===== src/rtl/xadc_drp_scheduler.sv =====
// XADC DRP read scheduler: reads the X then Y joystick aux channels once per
// sample round and holds the 12-bit results for downstream consumers.
//
// Ports:
//   clk          in   1   system clock
//   reset        in   1   asynchronous reset, active-low
//   clr_err      in   1   sync pulse, clears timeout_err and overrun_err
//   drp_do       in   16  DRP read data, result in [15:4]
//   drp_drdy     in   1   DRP data-ready strobe
//   drp_den      out  1   DRP enable, one-cycle pulse per read
//   drp_daddr    out  7   DRP address, held from den until drdy/timeout
//   drp_dwe      out  1   DRP write enable, tied low
//   adc_x_out    out  12  last good X sample
//   adc_y_out    out  12  last good Y sample
//   sample_valid out  1   one-cycle pulse when a round completes
//   busy         out  1   round in progress
//   timeout_err  out  1   sticky: a read saw no drdy in time
//   overrun_err  out  1   sticky: a sample tick arrived while busy
module xadc_drp_scheduler #(
    parameter logic [6:0] ADDR_X     = 7'h16,
    parameter logic [6:0] ADDR_Y     = 7'h1E,
    parameter int         SAMPLE_DIV = 100000,
    parameter int         TIMEOUT    = 63
) (
    input  logic        clk,
    input  logic        reset,
    input  logic        clr_err,
    input  logic [15:0] drp_do,
    input  logic        drp_drdy,
    output logic        drp_den,
    output logic [6:0]  drp_daddr,
    output logic        drp_dwe,
    output logic [11:0] adc_x_out,
    output logic [11:0] adc_y_out,
    output logic        sample_valid,
    output logic        busy,
    output logic        timeout_err,
    output logic        overrun_err
);

    localparam int DW = (SAMPLE_DIV > 1) ? $clog2(SAMPLE_DIV) : 1;

    typedef enum logic [2:0] {
        S_IDLE,
        S_REQ_X,
        S_WAIT_X,
        S_REQ_Y,
        S_WAIT_Y,
        S_DONE
    } state_t;

    state_t          r_state;
    state_t          w_next;
    logic [DW-1:0]   r_div;
    logic [7:0]      r_wcnt;
    logic            w_tick;
    logic            w_wcnt_hit;
    logic            w_cap_x;
    logic            w_cap_y;
    logic            w_timeout;
    logic            w_overrun;
    logic            w_unused_lsb;

    // Low nibble of the DRP word carries no sample bits.
    assign w_unused_lsb = ^drp_do[3:0];

    assign w_tick     = (r_div == DW'(SAMPLE_DIV - 1));
    assign w_wcnt_hit = (r_wcnt == 8'(TIMEOUT - 1));
    assign busy       = (r_state != S_IDLE);
    assign w_overrun  = w_tick && busy;
    assign drp_dwe    = 1'b0;

    always_ff @(posedge clk or negedge reset) begin
        if (!reset) begin
            r_div <= '0;
        end else if (w_tick) begin
            r_div <= '0;
        end else begin
            r_div <= r_div + DW'(1);
        end
    end

    always_ff @(posedge clk or negedge reset) begin
        if (!reset) begin
            r_state <= S_IDLE;
        end else begin
            r_state <= w_next;
        end
    end

    always_comb begin
        w_next       = r_state;
        drp_den      = 1'b0;
        drp_daddr    = 7'h00;
        sample_valid = 1'b0;
        w_cap_x      = 1'b0;
        w_cap_y      = 1'b0;
        w_timeout    = 1'b0;
        unique case (r_state)
            S_IDLE: begin
                if (w_tick) w_next = S_REQ_X;
            end
            S_REQ_X: begin
                drp_den   = 1'b1;
                drp_daddr = ADDR_X;
                w_next    = S_WAIT_X;
            end
            S_WAIT_X: begin
                drp_daddr = ADDR_X;
                // A reply on the last allowed cycle still counts.
                if (drp_drdy) begin
                    w_cap_x = 1'b1;
                    w_next  = S_REQ_Y;
                end else if (w_wcnt_hit) begin
                    w_timeout = 1'b1;
                    w_next    = S_REQ_Y;
                end
            end
            S_REQ_Y: begin
                drp_den   = 1'b1;
                drp_daddr = ADDR_Y;
                w_next    = S_WAIT_Y;
            end
            S_WAIT_Y: begin
                drp_daddr = ADDR_Y;
                if (drp_drdy) begin
                    w_cap_y = 1'b1;
                    w_next  = S_DONE;
                end else if (w_wcnt_hit) begin
                    w_timeout = 1'b1;
                    w_next    = S_DONE;
                end
            end
            S_DONE: begin
                sample_valid = 1'b1;
                w_next       = S_IDLE;
            end
            default: w_next = S_IDLE;
        endcase
    end

    always_ff @(posedge clk or negedge reset) begin
        if (!reset) begin
            r_wcnt <= '0;
        end else if (r_state == S_REQ_X || r_state == S_REQ_Y) begin
            r_wcnt <= '0;
        end else if (r_state == S_WAIT_X || r_state == S_WAIT_Y) begin
            r_wcnt <= r_wcnt + 8'd1;
        end
    end

    always_ff @(posedge clk or negedge reset) begin
        if (!reset) begin
            adc_x_out <= '0;
            adc_y_out <= '0;
        end else begin
            if (w_cap_x) adc_x_out <= drp_do[15:4];
            if (w_cap_y) adc_y_out <= drp_do[15:4];
        end
    end

    // A new error in the same cycle as clr_err takes priority.
    always_ff @(posedge clk or negedge reset) begin
        if (!reset) begin
            timeout_err <= 1'b0;
            overrun_err <= 1'b0;
        end else begin
            if (w_timeout)    timeout_err <= 1'b1;
            else if (clr_err) timeout_err <= 1'b0;
            if (w_overrun)    overrun_err <= 1'b1;
            else if (clr_err) overrun_err <= 1'b0;
        end
    end

endmodule


===== config.mk =====
export PLATFORM = sky130hd
export DESIGN_NAME = xadc_drp_scheduler
export DESIGN_NICKNAME = d
export VERILOG_FILES = /design/src/rtl/xadc_drp_scheduler.sv
export SDC_FILE = /design/constraint.sdc
export NUM_CORES = 1
export LEC_CHECK = 0
export CAP_MARGIN = 20
export CELL_PAD_IN_SITES_DETAIL_PLACEMENT = 0
export CELL_PAD_IN_SITES_GLOBAL_PLACEMENT = 1
export CORE_ASPECT_RATIO = 0.7
export CORE_MARGIN = 5
export CORE_UTILIZATION = 30
export CTS_CLUSTER_DIAMETER = 150
export DETAILED_ROUTE_END_ITERATION = 7
export PLACE_DENSITY_LB_ADDON = 0.1
export SLEW_MARGIN = 20
export SYNTH_ARGS = -nofsm -noshare
export SYNTH_HDL_FRONTEND = slang
export SYNTH_SLANG_ARGS = --single-unit

===== constraint.sdc =====
create_clock -name clk -period 3.8 [get_ports clk]
set_clock_uncertainty 0.15 [all_clocks]
set_input_delay 0.57 -clock clk [delete_from_list [all_inputs] [get_ports clk]]
set_output_delay 0.57 -clock clk [all_outputs]
set_load 0.05 [all_outputs]

==> results of run 1 <==
-- area by class of cell --
type                    count  area (um2)  share of cell area, %
well taps                 101         126                   3.94
inverters                   5        18.8                  0.585
repair buffers             54         520                   16.2
flip-flops and latches     54        1350                   42.2
clock inverters             2        16.3                  0.507
clock buffers               6         139                   4.33
multi-input cells         138        1030                   32.2
-- sequential cells by signal, summed over array words and instances, names as in the netlist --
signal       flops
r_state          3
r_div           17
timeout_err      1
overrun_err      1
adc_x_out       12
adc_y_out       12
r_wcnt           8
-- worst max-delay path: stages (launching register included) --
cell             delay [ns]
dfrtp_1                0.58
or3_1                  0.35
and2_1                 0.22
clkdlybuf4s50_1        0.82
-- cells in the final DEF, fill, tap and decap left out, types with 3 or more instances in the layout --
master,n
dfrtp_1,54
clkdlybuf4s50_1,47
mux2_2,24
nor2_1,14
nand2_1,12
nand3_1,10
xnor2_1,9
xor2_1,9
buf_4,6
inv_1,5
nand4b_1,5
and4_1,5
clkbuf_16,5
and3_1,4
o21ai_0,4
conb_1,4
o22ai_1,3
and2_1,3
nand4_1,3
a21oi_1,3
ha_1,3
-- report_power, final --
part,leakage [nW],switching (mW),internal [mW],total (mW)
sequential,0.686,0.124,0.740,0.865
clock,0.0735,0.218,0.265,0.483
combinational,0.590,0.926,0.528,1.45
-- synth_stat cells (all sizes together) --
library cell / instances / area share (%)
dfrtp: 54 / 55
mux2: 24 / 11
nor2: 14 / 2.1
nand2: 12 / 1.8
nand3: 10 / 2.0
buf: 9 / 2.5
xnor2: 9 / 3.2
xor2: 9 / 3.2
and4: 5 / 1.8
inv: 5 / 0.76
nand4b: 5 / 1.8
o21ai: 5 / 1.0
and3: 4 / 1.0
clkbuf: 4 / 0.61
a21oi: 3 / 0.61
and2: 3 / 0.76
ha: 3 / 1.5
nand4: 3 / 0.76
o22ai: 3 / 0.76
a211oi: 2 / 0.61
mux2i: 2 / 0.81
nand2b: 2 / 0.51
nor2b: 2 / 0.51
or3: 2 / 0.51
a211o: 1 / 0.36
a21boi: 1 / 0.31
a22o: 1 / 0.36
and3b: 1 / 0.36
conb: 1 / 0.15
nand4bb: 1 / 0.46
nor3: 1 / 0.20
nor3b: 1 / 0.31
nor4: 1 / 0.51
nor4bb: 1 / 0.41
or3b: 1 / 0.36
or4: 1 / 0.46
or4b: 1 / 0.56
-- final timing paths --
check	startpoint	endpoint	cells after the start
max reg2reg	r_div[5]	r_div[10]	4
min in group clk	r_div[16]	r_div[16]	1
max	r_state[0]	drp_daddr[2]	3
min reg2reg	r_div[16]	r_div[16]	1
max in group asynchronous	reset	r_state[0]	2
min	reset	adc_y_out[11]	1
-- routing by layer --
| layer | vias to the layer above | part of all wire (%) |
|---|---|---|
| met1 | 790 | 53 |
| met3 | 8 | 9.2 |
| met4 | 0 | 1.3 |
| li1 | 825 | - |
| met5 | - | 0 |
| met2 | 43 | 36 |
-- kinds of logic after synthesis --
kind of cell / after synthesis / synth area share, %
adder cells (fa/ha/maj): 3 / 1.53
flip-flops: 54 / 54.9
AND/OR/NAND/NOR: 71 / 17.2
buffers and inverters: 18 / 3.92
other: 1 / 0.152
XOR/XNOR: 18 / 6.41
multiplexers: 26 / 11.8
AO/OA/AOI/OAI: 16 / 4.02
-- per-stage QoR --
| step | power [mW] | cells |
|---|---|---|
| finish | 2.80 | 360 |
| global route | 2.96 | 360 |
| CTS | 2.85 | 360 |
| detailed placement | 2.34 | 352 |
| global placement | 2.34 | 352 |
| floorplan | 1.89 | 210 |
==> flow_summary_export.csv, run 1 <==
group,metric,value,unit
logic_synthesis,yosys_warnings,0,
power_and_ir_drop,p_leak,1.35,nW
timing,fmax,0.335,GHz
drt,drtIter0Drc,47,
finish,synthToLayoutAreaGrowth,30.3,%
logic_synthesis,yosysUniqueCellTypes,39,
timing,fin_setup_tns,0,ns
timing,worstMarginPinSlew,0.569,ns
timing,hold_viol,0,
global_route,grt_busiest_layer,"met1",
clock_tree,clkSlewWorstSetupHoldPaths,0.07,ns
drt,vias,1666,
finish,layout.nets,281,
drt,wl,5320,um
timing,setup_viol,0,
global_route,gr-usage-met3,6.06,%
finish,n_antenna_cell,0,
floorplan,coreArea,7940,um2
global_route,grt_overflow_total,0,
clock_tree,cts-root-buf,"clkbuf_16",
logic_synthesis,ys_seq_area_share,54.9,%
global_route,grt_max_degree,25,
floorplan,start_util,31.0,%
finish,nFillCells,780,
clock_tree,ctsHoldBuffers,0,
timing,rsz0062_at_grt,"no",
clock_tree,numClockSinks,54,
run_status,status,"finished, final reports clean",
finish,final_util,40.4,%
timing,slew_headroom,62.1,%
placed_design,gp_congestion,0.732,
global_route,grt_use_total,11.4,%
run,cap_violations,0,
floorplan,die_y,85.8,um
worst_setup_path,end_kind,"primary output",
worst_setup_path,criticalPathCategory,"reg -> out",
global_route,antenna_found_initial,0,
worst_setup_path,critPathLaunchType,"register",
timing,period_share,78.6,%
floorplan,rows,27,
timing,slew_viol_final,0,
worst_setup_path,r2r_slack,1.70,ns
finish,drive_gt1_share,17.4,%
global_route,use_met1,16.0,%
floorplan,ios,57,
worst_setup_path,crit_arrival,2.27,ns
power_and_ir_drop,vdd_drop_max,0.000489,V
hold_path,hold_class,"in -> async",
timing,fin_crit,2.99,ns
finish,final_area,3210,um2
timing,fin_ws,0.813,ns
clock_tree,clock_latency,0.30,ns
worst_setup_path,critPathMaxFanout,13,
drt,first_pass_iters,3,
logic_synthesis,syn_avg_cell_area,11.9,um2
floorplan,die_x,118,um
drt,wire_per_inst,14.8,um
worst_setup_path,cp.required,3.08,ns
placed_design,pre_cts_ws,1.14,ns
clock_tree,cts-resized-gates,0,
global_route,grt.met2_usage,14.9,%
drt,drtAntennaViolNets,0,
logic_synthesis,syn_area,2460,um2
timing,timing.hold.ws,0.112,ns
global_route,grt_pass1_wl,9210,um
clock_tree,cts_tree,"yes",
logic_synthesis,synthCells,207,
clock_tree,cts_setup_buffers,0,
power_and_ir_drop,p_per_area,874,nW/um2
placed_design,io_buffer_count,48,
placed_design,placed_area,3050,um2
drt,viasPerCell,4.63,
logic_synthesis,ys_seq_elements,54,
global_route,grt_pass1_vias,1749,
clock_tree,numCtsBuffers,5,
placed_design,hpwl,3850,um
clock_tree,cts_max_path_buffers,2,
drt,drc,0,
clock_tree,cts_max_level,2,
floorplan,fp.dieArea,10100,um2
Note: power is estimated with default switching activity, not from simulation.
==> run 2, diff against run 1 <==
- clock period: 3.8 -> 2.5 ns (I/O delays scaled with it)
==> run 2 against run 1 <==
Final cell count up 1.1%. Design area up 3.6%. Wire length up 0.26%. Combinational power up 65%. Clock power up 88%. Non-clock buffer count up 4. Total power up 64%. First-iteration DRC count up 19%. Die area unchanged. Highest routed layer unchanged.
==> flow_summary_export.csv, run 2 (synthesis results as in run 1) <==
group,metric,value,unit
run_status,status,"finished, final reports clean",
timing,worstMarginPinSlew,0.595,ns
worst_setup_path,crit_end,"busy",
finish,largest_reg_flops,17,
clock_tree,cts_max_level,2,
placed_design,dp.cells,355,
drt,drc,0,
worst_setup_path,critPathLaunchType,"register",
timing,fin_setup_tns,0,ns
finish,synthToLayoutAreaGrowth,34.9,%
drt,viasPerCell,4.59,
placed_design,io_buffer_count,48,
drt,vias,1671,
timing,rsz0062_at_grt,"no",
worst_setup_path,cp_slowest_stage_delay,0.71,ns
timing,slew_viol_final,0,
clock_tree,clkSlewWorstSetupHoldPaths,0.07,ns
placed_design,gp_congestion,0.747,
worst_setup_path,reg2regPathDepth,4,
global_route,grt_pass1_wl,8850,um
finish,fin_cells,364,
floorplan,ios,57,
clock_tree,numClockSinks,54,
power_and_ir_drop,combPwrFrac,51.9,%
finish,top_register,"r_div",
worst_setup_path,critPathMaxFanout,10,
timing,fmax,0.415,GHz
global_route,grt_use_total,11.0,%
global_route,grt_pass1_vias,1699,
clock_tree,cts-resized-gates,0,
global_route,grt_overflow_total,0,
global_route,grt_max_degree,27,
timing,hold_viol,0,
worst_setup_path,r2r_end,"r_div[10]",
worst_setup_path,criticalPathCategory,"reg -> out",
power_and_ir_drop,power.share.sequential,28.5,%
worst_setup_path,startpoint,"r_state[2]",
timing,setup_viol,0,
timing,slew_headroom,60.3,%
finish,n_antenna_cell,0,
drt,wl,5330,um
floorplan,coreArea,7940,um2
timing,period_share,96.5,%
clock_tree,clock_latency,0.29,ns
power_and_ir_drop,vdd_drop_max,0.00109,V
finish,layout.nets,285,
floorplan,fp.dieArea,10100,um2
drt,drtAntennaViolNets,0,
worst_setup_path,cpMaxStageDelayCell,"clkdlybuf4s50_1",
drt,first_pass_iters,4,
floorplan,die_x,118,um
placed_design,hpwl,3840,um
floorplan,start_util,31.0,%
finish,reg.largest.list,"r_div x17, adc_x_out x12, adc_y_out x12",
worst_setup_path,r2r-start,"r_div[5]",
finish,drive_gt1_share,20.2,%
timing,fin_crit,2.41,ns
drt,drtIter0Drc,56,
worst_setup_path,end_kind,"primary output",
finish,final_common_cell,"dfrtp_1",
drt,wire_per_inst,14.6,um
worst_setup_path,r2r_slack,0.41,ns
run,cap_violations,0,
clock_tree,numCtsBuffers,5,
hold_path,hold_class,"reg -> reg",
power_and_ir_drop,p_clk_share,19.7,%
power_and_ir_drop,switching_share,42.1,%
floorplan,rows,27,
clock_tree,cts-root-buf,"clkbuf_16",
global_route,antenna_found_initial,0,
worst_setup_path,cp_cell_sequence,"or3_1 -> clkdlybuf4s50_1",
floorplan,die_y,85.8,um
clock_tree,ctsHoldBuffers,1,
power_and_ir_drop,internal_power,2.67,mW
clock_tree,cts_tree,"yes",
power_and_ir_drop,p_sw,1.94,mW
clock_tree,cts_max_path_buffers,2,
worst_setup_path,cp.required,1.98,ns
power_and_ir_drop,p_leak,1.42,nW
worst_setup_path,crit_arrival,1.89,ns
power_and_ir_drop,p_per_area,1390,nW/um2
finish,layout_common_cells,"dfrtp_1, clkdlybuf4s50_1, mux2_2",
clock_tree,cts_setup_buffers,0,
[run 2: cell type report]
type	instances	area, um2
repair buffers	58	591
well taps	101	126
inverters	5	18.8
multi-input cells	138	1030
clock buffers	6	139
clock inverters	2	60.1
fillers	754	4620
flip-flops and latches	54	1350
[run 2: routing by layer]
metal | wire length [um] | track usage (%)
met1 | 2780 | 15.3
met2 | 1980 | 14.4
met3 | 520 | 6.06
met4 | 44 | 3.13
met5 | 0 | 0
[run 2: stage by stage]
step	util (%)	hold WS, ns	setup slack [ns]	total power, mW	area (um2)
CTS	41.8	0.327	0.0785	4.67	3320
global placement	39.2	0.276	0.394	3.74	3110
detailed placement	39.2	0.275	0.393	3.73	3110
floorplan	-	-0.0706	0.176	2.87	2470
global route	41.8	0.357	0.0247	4.85	3320
finish	41.8	0.316	0.0885	4.61	3320
[run 2: how the worst min path moves through the flow]
stage,from,end,slack (ns),depth (start not counted)
final,r_div[16],r_div[16],0.32,1
after global routing,r_div[16],r_div[16],0.36,1
after CTS,r_div[16],r_div[16],0.33,1
after detailed placement,reset,r_state[2],0.28,1
after floorplan,reset,adc_x_out[0],-0.07,0
after global placement,reset,r_state[2],0.28,1
[run 2: worst max-delay path: cells and delay by family (launching register included)]
kind / cells / cell delay, ns
buffers and inverters: 1 / 0.71
flip-flops: 1 / 0.47
AND/OR/NAND/NOR: 1 / 0.42
[run 2: power by group through the flow]
stage | clock (mW) | sequential, mW | combinational [mW]
after CTS | 0.940 | 1.31 | 2.42
after detailed placement | 0 | 1.32 | 2.41
after global placement | 0 | 1.32 | 2.41
after floorplan | 0 | 1.96 | 0.909
final | 0.907 | 1.31 | 2.39
after global routing | 0.970 | 1.35 | 2.53
